$ cat src/rtl/wf_issue_arbiter_pkg.sv
// Shared global definitions for the wavefront issue arbiter slice.
// Every file that needs the CU geometry imports it from here so the
// slot count and id width are defined in exactly one place.
package wf_issue_arbiter_pkg;

    // Wavefront slots per compute unit and the width of a wavefront id.
    localparam int GLB_WF_PER_CU    = 40;
    localparam int GLB_WF_ID_LENGTH = 6;

    // Width of the candidate / mask vectors seen by the arbiter.
    typedef logic [GLB_WF_PER_CU-1:0]    wf_vec_t;
    typedef logic [GLB_WF_ID_LENGTH-1:0] wf_id_t;

endpackage : wf_issue_arbiter_pkg

$ cat src/rtl/wf_issue_arbiter_if.sv
// Issue-side bundle between the decode/scoreboard front end and the
// arbiter: per-wavefront readiness, functional unit backpressure, the
// branch flush strobe, and the registered issue result.
interface wf_issue_arbiter_if
    import wf_issue_arbiter_pkg::*;
#(
    parameter int WF_PER_CU    = GLB_WF_PER_CU,
    parameter int WF_ID_LENGTH = GLB_WF_ID_LENGTH
);

    logic [WF_PER_CU-1:0]    valid_entry_in;
    logic [WF_PER_CU-1:0]    wf_ready;
    logic                    fu_ready;
    logic                    flush_en;
    logic [WF_ID_LENGTH-1:0] flush_wfid;
    logic                    issued_valid;
    logic [WF_ID_LENGTH-1:0] issued_wfid;

    // Front end drives requests and observes what was issued.
    modport master (
        output valid_entry_in,
        output wf_ready,
        output fu_ready,
        output flush_en,
        output flush_wfid,
        input  issued_valid,
        input  issued_wfid
    );

    // Arbiter consumes requests and produces the issue result.
    modport slave (
        input  valid_entry_in,
        input  wf_ready,
        input  fu_ready,
        input  flush_en,
        input  flush_wfid,
        output issued_valid,
        output issued_wfid
    );

endinterface : wf_issue_arbiter_if

$ cat src/rtl/wf_issue_arbiter_decoder.sv
// Enabled binary-to-one-hot decoder (6b id to 40b wavefront vector).
// Ids that do not name a real slot decode to all zeros, so an
// out-of-range id can never mask a live wavefront.
module wf_issue_arbiter_decoder
    import wf_issue_arbiter_pkg::*;
#(
    parameter int IN_W  = GLB_WF_ID_LENGTH,
    parameter int OUT_W = GLB_WF_PER_CU
) (
    input  logic             en,
    input  logic [IN_W-1:0]  in,
    output logic [OUT_W-1:0] out
);

    // One-hot decode, gated by enable and by the id being in range.
    always_comb begin
        // NOTE: every output gets a default first so no path leaves it unassigned and infers a latch.
        out = '0;
        if (en && (int'(in) < OUT_W)) begin
            out[in] = 1'b1;
        end
    end

endmodule : wf_issue_arbiter_decoder

$ cat src/rtl/wf_issue_arbiter_rr_prio_encoder.sv
// Rotated priority encoder: finds the first set request at or above the
// start pointer, wrapping from the top slot back to slot 0.
// Done as two plain lowest-set searches (upper window, then whole vector)
// rather than a modulo rotation, which keeps the logic shallow.
module rr_prio_encoder
    import wf_issue_arbiter_pkg::*;
#(
    parameter int N     = GLB_WF_PER_CU,
    parameter int IDX_W = GLB_WF_ID_LENGTH
) (
    input  logic [N-1:0]     req,
    input  logic [IDX_W-1:0] start,
    output logic             found,
    output logic [IDX_W-1:0] index
);

    logic [N-1:0] hi_req;

    // Requests at or above the pointer take precedence; if none, the
    // lowest request overall wins (the wrapped part of the search).
    always_comb begin
        hi_req = '0;
        for (int i = 0; i < N; i++) begin
            hi_req[i] = req[i] && (i >= int'(start));
        end

        found = |req;
        index = '0;
        // Descending scans: the last hit written is the lowest set bit.
        for (int i = N - 1; i >= 0; i--) begin
            if (req[i]) index = IDX_W'(i);
        end
        for (int i = N - 1; i >= 0; i--) begin
            if (hi_req[i]) index = IDX_W'(i);
        end
    end

endmodule : rr_prio_encoder

$ cat src/rtl/wf_issue_arbiter.sv
// Wavefront issue arbiter: picks at most one ready wavefront per cycle in
// round-robin order and presents it, registered, to the functional unit.
// The wavefront issued last cycle and a wavefront being flushed this
// cycle are excluded from the search.
module wf_issue_arbiter
    import wf_issue_arbiter_pkg::*;
#(
    parameter int WF_PER_CU    = GLB_WF_PER_CU,
    parameter int WF_ID_LENGTH = GLB_WF_ID_LENGTH
) (
    input  logic               clk,
    input  logic               rst,
    wf_issue_arbiter_if.slave  bus
);

    // Architectural state: round-robin pointer and the issue register.
    logic [WF_ID_LENGTH-1:0] rr_ptr;
    logic                    issued_valid_q;
    logic [WF_ID_LENGTH-1:0] issued_wfid_q;

    logic [WF_PER_CU-1:0]    inflight_mask;
    logic [WF_PER_CU-1:0]    flush_mask;
    logic [WF_PER_CU-1:0]    candidates;
    logic                    cand_found;
    logic [WF_ID_LENGTH-1:0] winner;

    // The issued wavefront still shows valid_entry_in for one cycle
    // until decode clears it; mask it so it cannot issue twice in a row.
    wf_issue_arbiter_decoder #(
        .IN_W  (WF_ID_LENGTH),
        .OUT_W (WF_PER_CU)
    ) u_inflight_dec (
        .en  (issued_valid_q),
        .in  (issued_wfid_q),
        .out (inflight_mask)
    );

    // A taken branch kills the flushed wavefront's pending instruction.
    wf_issue_arbiter_decoder #(
        .IN_W  (WF_ID_LENGTH),
        .OUT_W (WF_PER_CU)
    ) u_flush_dec (
        .en  (bus.flush_en),
        .in  (bus.flush_wfid),
        .out (flush_mask)
    );

    assign candidates = bus.valid_entry_in & bus.wf_ready & ~inflight_mask & ~flush_mask;

    rr_prio_encoder #(
        .N     (WF_PER_CU),
        .IDX_W (WF_ID_LENGTH)
    ) u_rr_enc (
        .req   (candidates),
        .start (rr_ptr),
        .found (cand_found),
        .index (winner)
    );

    // Register the winner when the functional unit can accept it and
    // advance the pointer just past it; otherwise hold id and pointer.
    always_ff @(posedge clk) begin
        // NOTE: state registers use non-blocking assignments so every flop samples pre-edge values.
        if (rst) begin
            // NOTE: only the three state registers exist, so all of them are reset; nothing pending survives reset.
            issued_valid_q <= 1'b0;
            issued_wfid_q  <= '0;
            rr_ptr         <= '0;
        end else if (bus.fu_ready && cand_found) begin
            issued_valid_q <= 1'b1;
            issued_wfid_q  <= winner;
            rr_ptr         <= (winner == WF_ID_LENGTH'(WF_PER_CU - 1)) ? '0 : winner + 1'b1;
        end else begin
            issued_valid_q <= 1'b0;
        end
    end

    assign bus.issued_valid = issued_valid_q;
    assign bus.issued_wfid  = issued_wfid_q;

endmodule : wf_issue_arbiter

$ cat src/flat_wrapper.sv
// flat-port wrapper written by rule: the top's interface ports become plain ports
module wf_issue_arbiter_flat import wf_issue_arbiter_pkg::*;
#(
    parameter int WF_PER_CU    = GLB_WF_PER_CU,
    parameter int WF_ID_LENGTH = GLB_WF_ID_LENGTH
)
  (clk, rst, bus_valid_entry_in, bus_wf_ready, bus_fu_ready, bus_flush_en, bus_flush_wfid, bus_issued_valid, bus_issued_wfid);
  wf_issue_arbiter_if #(.WF_PER_CU(WF_PER_CU), .WF_ID_LENGTH(WF_ID_LENGTH)) bus_i ();
  input  logic clk;
  input  logic rst;
  input wire logic [$bits(bus_i.valid_entry_in)-1:0] bus_valid_entry_in;
  input wire logic [$bits(bus_i.wf_ready)-1:0] bus_wf_ready;
  input wire logic [$bits(bus_i.fu_ready)-1:0] bus_fu_ready;
  input wire logic [$bits(bus_i.flush_en)-1:0] bus_flush_en;
  input wire logic [$bits(bus_i.flush_wfid)-1:0] bus_flush_wfid;
  output wire logic [$bits(bus_i.issued_valid)-1:0] bus_issued_valid;
  output wire logic [$bits(bus_i.issued_wfid)-1:0] bus_issued_wfid;
  assign bus_i.valid_entry_in = bus_valid_entry_in;
  assign bus_i.wf_ready = bus_wf_ready;
  assign bus_i.fu_ready = bus_fu_ready;
  assign bus_i.flush_en = bus_flush_en;
  assign bus_i.flush_wfid = bus_flush_wfid;
  assign bus_issued_valid = bus_i.issued_valid;
  assign bus_issued_wfid = bus_i.issued_wfid;
  wf_issue_arbiter #(.WF_PER_CU(WF_PER_CU), .WF_ID_LENGTH(WF_ID_LENGTH)) u_core (.clk(clk), .rst(rst), .bus(bus_i));
endmodule
$ cat config.mk
export PLATFORM = sky130hd
export DESIGN_NAME = wf_issue_arbiter_flat
export DESIGN_NICKNAME = d
export VERILOG_FILES = /design/src/rtl/wf_issue_arbiter_pkg.sv /design/src/rtl/wf_issue_arbiter_if.sv /design/src/rtl/wf_issue_arbiter_decoder.sv /design/src/rtl/wf_issue_arbiter_rr_prio_encoder.sv /design/src/rtl/wf_issue_arbiter.sv /design/src/flat_wrapper.sv
export SDC_FILE = /design/constraint.sdc
export NUM_CORES = 1
export LEC_CHECK = 0
export CORE_MARGIN = 2
export CORE_UTILIZATION = 50
export CTS_CLUSTER_DIAMETER = 150
export DETAILED_ROUTE_END_ITERATION = 7
export PLACE_DENSITY_LB_ADDON = 0.08
export SLEW_MARGIN = 20
export SYNTH_ARGS = -nofsm -noshare
export SYNTH_HDL_FRONTEND = slang
export SYNTH_SLANG_ARGS = --single-unit
$ cat constraint.sdc
create_clock -name clk -period 4.4 [get_ports clk]
set_input_delay 1.1 -clock clk [delete_from_list [all_inputs] [get_ports clk]]
set_output_delay 1.1 -clock clk [all_outputs]
set_load 0.01 [all_outputs]
==> summary.md, run 1 <==
| Metric | Value |
|---|---|
| Place WS | -0.462 ns |
| RR Endpoint | u_core.rr_ptr[4] |
| Setup crit end kind | flop |
| RSZ-0062 raised after global routing | false |
| Register area | 260 um^2 |
| Initial DRC count | 711 |
| Diode count | 0 |
| Max-slew violations | 0 |
| Register area share after synthesis | 7.67% |
| Most frequent cells after synthesis | nand2_1, a21oi_1, nor2_1 |
| R2R depth | 14 |
| Pleak | 2.19 nW |
| Clock sinks | 13 |
| Power per cell area | 219 nW/um^2 |
| Worst Setup Path Type | in -> reg |
| Gr usage total | 43.0% |
| Vert. Die Dim | 86.4 um |
| Synth area leaders | nand2_1, dfxtp_1, a21oi_1, a221o_1, a221oi_1 |
| Finished Layout Cells | 756 |
| Layout area overhead | 59.8% |
| Most numerous cell in the Yosys netlist | nand2_1 |
| GPL Wtd Cong | 1.04 |
| Grt total ovfl | 0 |
| Initial antenna violation count | 0 |
| Final WL | 16900 um |
| DRC Markers | 0 |
| Async S/R FF share, synth | 0% |
| Die X | 86.4 um |
| CTS tree | built |
| Max Cap Viol | 0 |
| Vias per Instance | 7.15 |
| Worst slew pin tran | 0.809 ns |
| Clk pin slew, worst setup/hold paths | 0.06 ns |
| Syn nets | 588 |
| Post-CTS Hold Buffers | 0 |
| Syn_area_per_cell | 6.83 um^2 |
| Layout fillers | 463 |
| Hold Path Stages | 2 |
| Ys flop type | dfxtp_1 |
| Clk_lat worst skew | 0.25 ns |
| Slew HR | 46.1% |
| CP required | 4.57 ns |
| First-pass GRT wire length | 25800 um |
| DRT antenna net count | 0 |
| Reg-to-reg critical path startpoint | u_core.bus.issued_wfid[5] |
| Total CTS buffers | 3 |
| Worst-path maximum fanout | 8 |
| Synth area leader | nand2_1 |
| Share of cells above drive strength 1 | 25.7% |
| Initial Util | 50.8% |
| Fin crit share | 98.3% |
| Root Buffer | clkbuf_8 |
| Hold Path Origin | u_core.rr_ptr[5] |
| Setup TNS | 0 ns |
| Peak supply drop | 0.000397 V |
| Tmin final | 4.33 ns |
| F_max | 231 MHz |
| Drt first pass iters | 5 |
| Core box area | 6680 um^2 |
| Crit path cell chain | dlygate4sd2_1 > and3b_1 > a221o_1 > and2b_1 > a21boi_2 > o221ai_2 > a2111oi_4 > a221oi_2 > or2_1 > a22oi_1 > ha_2 > nand4_1 > xor2_1 > a21oi_1 |
| Buf/Inv on CP | 1 |
| Crit-path max cell delay | 0.40 ns |
| CP arrival | 4.50 ns |
| EDFF count, synth | 0 |
| Flop-to-flop setup slack | 0.46 ns |
| PortBufs | 96 |
| I/O pin count | 97 |
| Hold-critical path endpoint | u_core.rr_ptr[5] |
| Vias in the first global route | 5251 |
| CTS max path bufs | 2 |
| Final Net Count | 768 |
| Routed len/inst | 22.4 um |
| Synthesis Warnings | 0 |
| Hold Crit Class | reg -> reg |
| Row count | 30 |
| Largest net degree at the start of global routing | 22 |
| Synthesized instance count | 497 |
| Final hold slack | 0.620 ns |
| Post-synth cell types | 78 |
| Slowest cell on crit path | dlygate4sd2_1 |
| Fin util | 81.2% |
| Hpwl dp | 12600 um |
| Final clock skew | 0.00460 ns |
| Levels on crit path | 14 |
| Fin. Hold Viols | 0 |
| Placed cell count | 750 |
| Worst path top cell family by delay | compound AO/OA/AOI/OAI gates |
| FF+latch count, synth | 13 |
| Vias post-DR | 5402 |
| Crit start category | input port |
| Syn Std Cell Area | 3390 um^2 |
| Die area | 7460 um^2 |
| Status | completed |
| H-tree depth | 1 |
| Endpoints failing setup | 0 |
| Final worst slack | 0.0733 ns |
| Area of the multi-input gates | 3180 um^2 |
| Top-area cell type share of the netlist area | 8.96% |
==> cell families after synthesis <==
| group | count (synthesis) | synth area share, % |
|---|---|---|
| simple gates | 226 | 37.3 |
| xor+xnor | 2 | 0.516 |
| flops | 13 | 7.67 |
| mux | 2 | 0.590 |
| buf+inv | 41 | 5.31 |
| compound gates | 212 | 48.3 |
| fa+ha+maj | 1 | 0.369 |
==> state kept, by name (all words and copies together) (netlist names) <==
register,count
u_core.rr_ptr,6
u_core.bus.issued_valid,1
u_core.bus.issued_wfid,6
==> what timing repair did <==
action / in CTS / in global routing
pin swaps: 7 / 6
buffers inserted: 2 / 0
endpoints found under the setup margin: 7 / 6
gates resized for setup: 33 / 12
==> final cells by class <==
type | instances | area share (%)
sequential | 13 | 4.80
multi-input combinational | 443 | 58.6
tap | 80 | 1.85
clock buffer | 4 | 0.830
inverter | 9 | 0.623
timing repair buffer | 207 | 33.3
==> through the flow <==
stage	area (um^2)	power (W)
4_1_cts	5360	0.00112
6_report	5430	0.00119
2_1_floorplan	3390	0.000614
3_3_place_gp	5150	0.000962
5_1_grt	5430	0.00123
3_5_place_dp	5150	0.000978
==> power breakdown <==
group	total (W)	switching, W	internal (W)
sequential	0.000207	0.0000707	0.000136
clock	0.000107	0.0000426	0.0000640
combinational	0.000874	0.000469	0.000405
==> cell usage in the layout (no fill, tap or decap), types with 12 or more instances in the layout <==
master / count
nand2_1: 81
buf_4: 109
clkdlybuf4s50_1: 89
and2_1: 15
nand3_1: 12
o21ai_0: 27
dfxtp_1: 13
nor2_1: 31
a21oi_1: 34
a221o_1: 19
==> tightest hold or removal path: stages (launching register included) <==
cell and delay [ns]:
dfxtp_1 0.37, a21oi_1 0.15, nor3_1 0.05
==> worst max-delay path by stage <==
stage	from	to	slack (ns)
finish	bus_flush_wfid[2]	u_core.rr_ptr[4]	0.07
global route	bus_flush_wfid[2]	u_core.rr_ptr[2]	0.009
CTS	bus_flush_en	u_core.rr_ptr[2]	0.007
detailed placement	bus_flush_wfid[2]	u_core.rr_ptr[1]	-0.46
global placement	bus_flush_wfid[5]	u_core.rr_ptr[3]	-0.36
floorplan	bus_flush_en	u_core.rr_ptr[3]	0.48
==> layer usage <==
metal / GRT usage (%) / vias up / wire length (um)
li1: - / 2336 / -
met1: 54.1 / 2474 / 6170
met2: 71.3 / 469 / 7840
met3: 5.43 / 123 / 1880
met4: 23.3 / 0 / 1050
met5: 0 / - / 0
Power figures use the tool's default switching activity.
==> run 2, diff against run 1 <==
CORE_MARGIN = 5   (was 2)
CORE_UTILIZATION = 42   (was 50)
==> run 2 against run 1 <==
Net effect: core utilization down 7.6 points; final cell count up 6.5%; clock power down 4%; clock-buffer cell count unchanged; sequential power down 8%; worst setup slack better by 0.032 ns; via count down 3.3%; design area up 5.9%; die area up 34%; critical path depth up 3; sequential share of layout area down 0.27 points; critical path type unchanged; critical endpoint is now u_core.rr_ptr[1]; largest power group unchanged.
==> summary.md, run 2 (synthesis results as in run 1) <==
| Metric | Value |
|---|---|
| Status | completed |
| I/O pin count | 97 |
| Slew HR | 47.8% |
| Worst Setup Path Type | in -> reg |
| Initial antenna violation count | 0 |
| Diode count | 0 |
| CTS tree | built |
| Drt first pass iters | 8 |
| Core box area | 7810 um^2 |
| Post-CTS Hold Buffers | 0 |
| Root Buffer | clkbuf_8 |
| Crit start category | input port |
| Clk pin slew, worst setup/hold paths | 0.05 ns |
| Pleak | 2.33 nW |
| PortBufs | 96 |
| Max-slew violations | 0 |
| H-tree depth | 1 |
| Commonest non-fill, non-tap cell in the layout | buf_4 |
| Die X | 99.9 um |
| Share of cells above drive strength 1 | 32.0% |
| CP arrival | 4.39 ns |
| Layout area overhead | 69.3% |
| Vias post-DR | 5222 |
| Clk_lat worst skew | 0.24 ns |
| Clock sinks | 13 |
| Grt total ovfl | 0 |
| Final clock skew | 0.00514 ns |
| Commonest cells after routing, fill and taps aside | buf_4, clkdlybuf4s50_1, nand2_1 |
| Gr usage total | 32.7% |
| F_max | 233 MHz |
| Worst slew pin tran | 0.779 ns |
| Largest net degree at the start of global routing | 17 |
| DRC Markers | 0 |
| Max Cap Viol | 0 |
| Initial Util | 43.5% |
| Worst-path maximum fanout | 5 |
| Power per cell area | 216 nW/um^2 |
| Fin util | 73.6% |
| Die area | 9980 um^2 |
| GPL Wtd Cong | 1.05 |
| Hpwl dp | 13800 um |
| Tmin final | 4.29 ns |
| Vias in the first global route | 5052 |
| Vert. Die Dim | 99.9 um |
| DRT antenna net count | 0 |
| Final Net Count | 795 |
| Vias per Instance | 6.49 |
| Setup crit end kind | flop |
| Row count | 32 |
| CP required | 4.50 ns |
| Fin crit share | 97.6% |
| Setup TNS | 0 ns |
| Flop-to-flop setup slack | 0.51 ns |
| First-pass GRT wire length | 26200 um |
| Hold Crit Class | reg -> reg |
| Endpoints failing setup | 0 |
| Peak supply drop | 0.000348 V |
| Routed len/inst | 21.3 um |
| Layout fillers | 618 |
| Final WL | 17100 um |
| Fin. Hold Viols | 0 |
| CTS max path bufs | 2 |
| Initial DRC count | 511 |
| Total CTS buffers | 3 |
-- run 2: what timing repair did --
| item | CTS | global route |
|---|---|---|
| cloned | 0 | 0 |
| resized for setup | 49 | 30 |
| endpoints found under the setup margin | 7 | 8 |
| buffers inserted | 4 | 3 |
| pin swaps | 18 | 9 |
-- run 2: critical path, stage by stage --
cell and delay (ns):
dlygate4sd2_1 0.26, buf_4 0.16, and3b_2 0.26, a221oi_2 0.37, buf_4 0.18, o211ai_1 0.15, nand3_1 0.14, a211oi_2 0.08
o31ai_2 0.32, a221oi_1 0.14, buf_4 0.16, or2_1 0.24, a22oi_2 0.22, ha_4 0.20, a31oi_4 0.14, a22oi_2 0.19
nor2_1 0.07
-- run 2: per-layer routing --
layer | part of all wire, % | track usage, % | wire length [um] | up-vias
met5 | 0 | 0 | 0 | -
met4 | 5.7 | 14.7 | 982 | 0
met3 | 8.4 | 4.93 | 1430 | 81
met2 | 47 | 56.6 | 8070 | 322
met1 | 39 | 39.8 | 6650 | 2414
li1 | - | - | - | 2405
-- run 2: final timing paths --
check                                               start  depth (start not counted)                   endpoint
worst max-delay path                    bus_flush_wfid[1]                         17           u_core.rr_ptr[1]
worst min-delay path            u_core.bus.issued_wfid[1]                          2  u_core.bus.issued_wfid[1]
worst max register to register  u_core.bus.issued_wfid[4]                         15           u_core.rr_ptr[1]
worst min register to register  u_core.bus.issued_wfid[1]                          2  u_core.bus.issued_wfid[1]
-- run 2: where the power goes --
group	total, W	switching (W)	internal [W]	leakage (nW)
sequential	0.000191	0.0000553	0.000136	0.107
clock	0.000103	0.0000392	0.0000637	0.0228
combinational	0.000945	0.000501	0.000444	2.20
-- run 2: final cells by class --
class                      count  area, um^2  share of cell area, %
sequential                    13         260                   4.53
inverter                       9        33.8                  0.588
multi-input combinational    443        3280                   57.2
tap                          102         128                   2.22
clock buffer                   4        45.0                  0.784
timing repair buffer         234        2000                   34.7
-- run 2: through the flow --
step           worst slack (ns)  std cells  cell area [um^2]  power, W  hold slack (ns)
6_report                  0.106        805              5750   0.00124            0.645
2_1_floorplan             0.480        497              3390  0.000614            0.579
4_1_cts                  0.0656        802              5630   0.00116            0.648
3_5_place_dp             -0.588        794              5340   0.00101            0.614
3_3_place_gp             -0.534        794              5340  0.000998            0.594
5_1_grt                 -0.0313        805              5750   0.00131            0.685
==> run 3, diff against run 2 <==
CORE_MARGIN = default   (was 5)
CTS_CLUSTER_DIAMETER = default   (was 150)
clock period = 4 ns   (was 4.4 ns; I/O delays follow)
==> run 3 against run 2 <==
Net effect: worst hold slack worse by 0.0012 ns; core utilization up 1.1 points; first-iteration DRC count up 9.2%.
==> summary.md, run 3 (synthesis results as in run 1) <==
| Metric | Value |
|---|---|
| Status | completed |
| Flop-to-flop setup slack | 0.26 ns |
| Initial antenna violation count | 0 |
| R2R depth | 16 |
| Clk_lat worst skew | 0.25 ns |
| CTS max path bufs | 2 |
| Worst-path maximum fanout | 5 |
| Clock sinks | 13 |
| Row count | 32 |
| Vert. Die Dim | 91.9 um |
| Slowest cell on crit path | a221oi_2 |
| Fin. Hold Viols | 0 |
| RSZ-0062 raised after global routing | true |
| First-pass GRT wire length | 26900 um |
| Share of cells above drive strength 1 | 32.0% |
| CP required | 4.16 ns |
| Gr usage total | 40.6% |
| Fin util | 74.7% |
| I/O pin count | 97 |
| Pleak | 2.35 nW |
| Fin crit share | 98.7% |
| Reg-to-reg critical path startpoint | u_core.bus.issued_wfid[2] |
| Total CTS buffers | 3 |
| Diode count | 0 |
| Clk pin slew, worst setup/hold paths | 0.06 ns |
| Die X | 91.9 um |
| Worst slew pin tran | 0.716 ns |
| Initial Util | 43.7% |
| Peak supply drop | 0.000465 V |
| Hold Path Origin | u_core.bus.issued_wfid[3] |
| F_max | 253 MHz |
| Vias post-DR | 5388 |
| Top Metal Used | met4 |
| Setup TNS | 0 ns |
| Hpwl dp | 13600 um |
| Hold Crit Class | reg -> reg |
| Power per cell area | 248 nW/um^2 |
| RR Endpoint | u_core.rr_ptr[2] |
| Largest net degree at the start of global routing | 22 |
| Root Buffer | clkbuf_8 |
| Met2 WL | 8320 um |
| Hold-critical path endpoint | u_core.bus.issued_wfid[3] |
| Max Cap Viol | 0 |
| Vias in the first global route | 5220 |
| Die area | 8450 um^2 |
| Metal-1 WL | 6610 um |
| Commonest cells after routing, fill and taps aside | buf_4, clkdlybuf4s50_1, nand2_1 |
| DRC Markers | 0 |
| Final WL | 17500 um |
| H-tree depth | 1 |
| Commonest non-fill, non-tap cell in the layout | buf_4 |
| Layout area overhead | 71.0% |
| CP arrival | 4.11 ns |
| DRT antenna net count | 0 |
| Design Power | 0.00144 W |
| Slew HR | 52.1% |
| PortBufs | 96 |
| Final Net Count | 799 |
| DR WL met3 | 1650 um |
| Setup crit end kind | flop |
| Place WS | -0.830 ns |
| GPL Wtd Cong | 0.984 |
| Placed cell areas | 5370 um^2 |
| Hold Path Stages | 2 |
| Core box area | 7770 um^2 |
| Most frequent CP cell | buf_4 |
| Vias per Instance | 6.66 |
| Tmin final | 3.95 ns |
| Endpoints failing setup | 0 |
| Grt total ovfl | 0 |
| Final clock skew | 0.00764 ns |
| CTS tree | built |
| Routed len/inst | 21.7 um |
| Crit start category | input port |
| Drt first pass iters | 5 |
| Max-slew violations | 0 |
| Worst Setup Path Type | in -> reg |
| Initial DRC count | 558 |
| Final instance area | 5800 um^2 |
| Crit path cell chain | buf_2 > nor4bb_4 > buf_4 > buf_6 > a221oi_4 > buf_4 > o211ai_1 > nand3_1 > a211oi_2 > o31ai_2 > a221oi_2 > or2_4 > a22oi_2 > ha_4 > a31oi_4 > a21oi_1 > nor3_1 |
| Crit-path max cell delay | 0.33 ns |
| Final worst slack | 0.0530 ns |
==> run 3: cell count changes in the layout (fill, tap and decap cells not counted), moves of 3 or more <==
cell | previous run | this run
buf_2 | 0 | 8
clkbuf_2 | 6 | 0
a21oi_2 | 6 | 3
buf_4 | 134 | 137
==> run 3: metal layers <==
layer	vias to the layer above	GRT usage [%]
met2	382	70.5
met5	-	0
met3	90	4.98
met1	2508	49.2
li1	2408	-
met4	0	19.4
==> run 3: worst max path at each step <==
stage                            startpoint                to  cells after the start
after global placement    bus_flush_wfid[5]  u_core.rr_ptr[1]                     16
after CTS                 bus_flush_wfid[3]  u_core.rr_ptr[2]                     17
final                     bus_flush_wfid[4]  u_core.rr_ptr[5]                     17
after global routing      bus_flush_wfid[4]  u_core.rr_ptr[5]                     17
after floorplan                bus_flush_en  u_core.rr_ptr[3]                     14
after detailed placement  bus_flush_wfid[5]  u_core.rr_ptr[0]                     16
==> run 3: layout make-up <==
class                      instances  area (um^2)
fill                             590         1960
inverter                           9         33.8
tap                              102          128
timing repair buffer             238         2020
clock buffer                       4         45.0
multi-input combinational        443         3320
sequential                        13          260
==> run 3: power breakdown <==
group | internal (W) | leakage, nW | total (W) | switching [W]
registers | 0.000149 | 0.107 | 0.000213 | 0.0000634
logic | 0.000528 | 2.22 | 0.00111 | 0.000582
clock network | 0.0000704 | 0.0228 | 0.000119 | 0.0000483
total | 0.000748 | 2.35 | 0.00144 | 0.000693
==> run 3: critical path, delay by kind of cell <==
family	cells	cell delay (ns)
compound gates	8	1.47
fa+ha+maj	1	0.20
simple gates	4	0.79
buf+inv	4	0.64
==> run 3: repair_timing <==
action,4_1_cts,5_1_grt
setup buffers,4,4
pin swaps,19,21
hold buffers,0,0
resized for setup,79,19
endpoints found under the setup margin,12,8
cloned,1,0
==> run 3: per-stage QoR <==
stage,cells,hold WS (ns)
6_report,809,0.643
5_1_grt,809,0.693
4_1_cts,806,0.645
3_5_place_dp,797,0.634
3_3_place_gp,797,0.596
2_1_floorplan,497,0.579
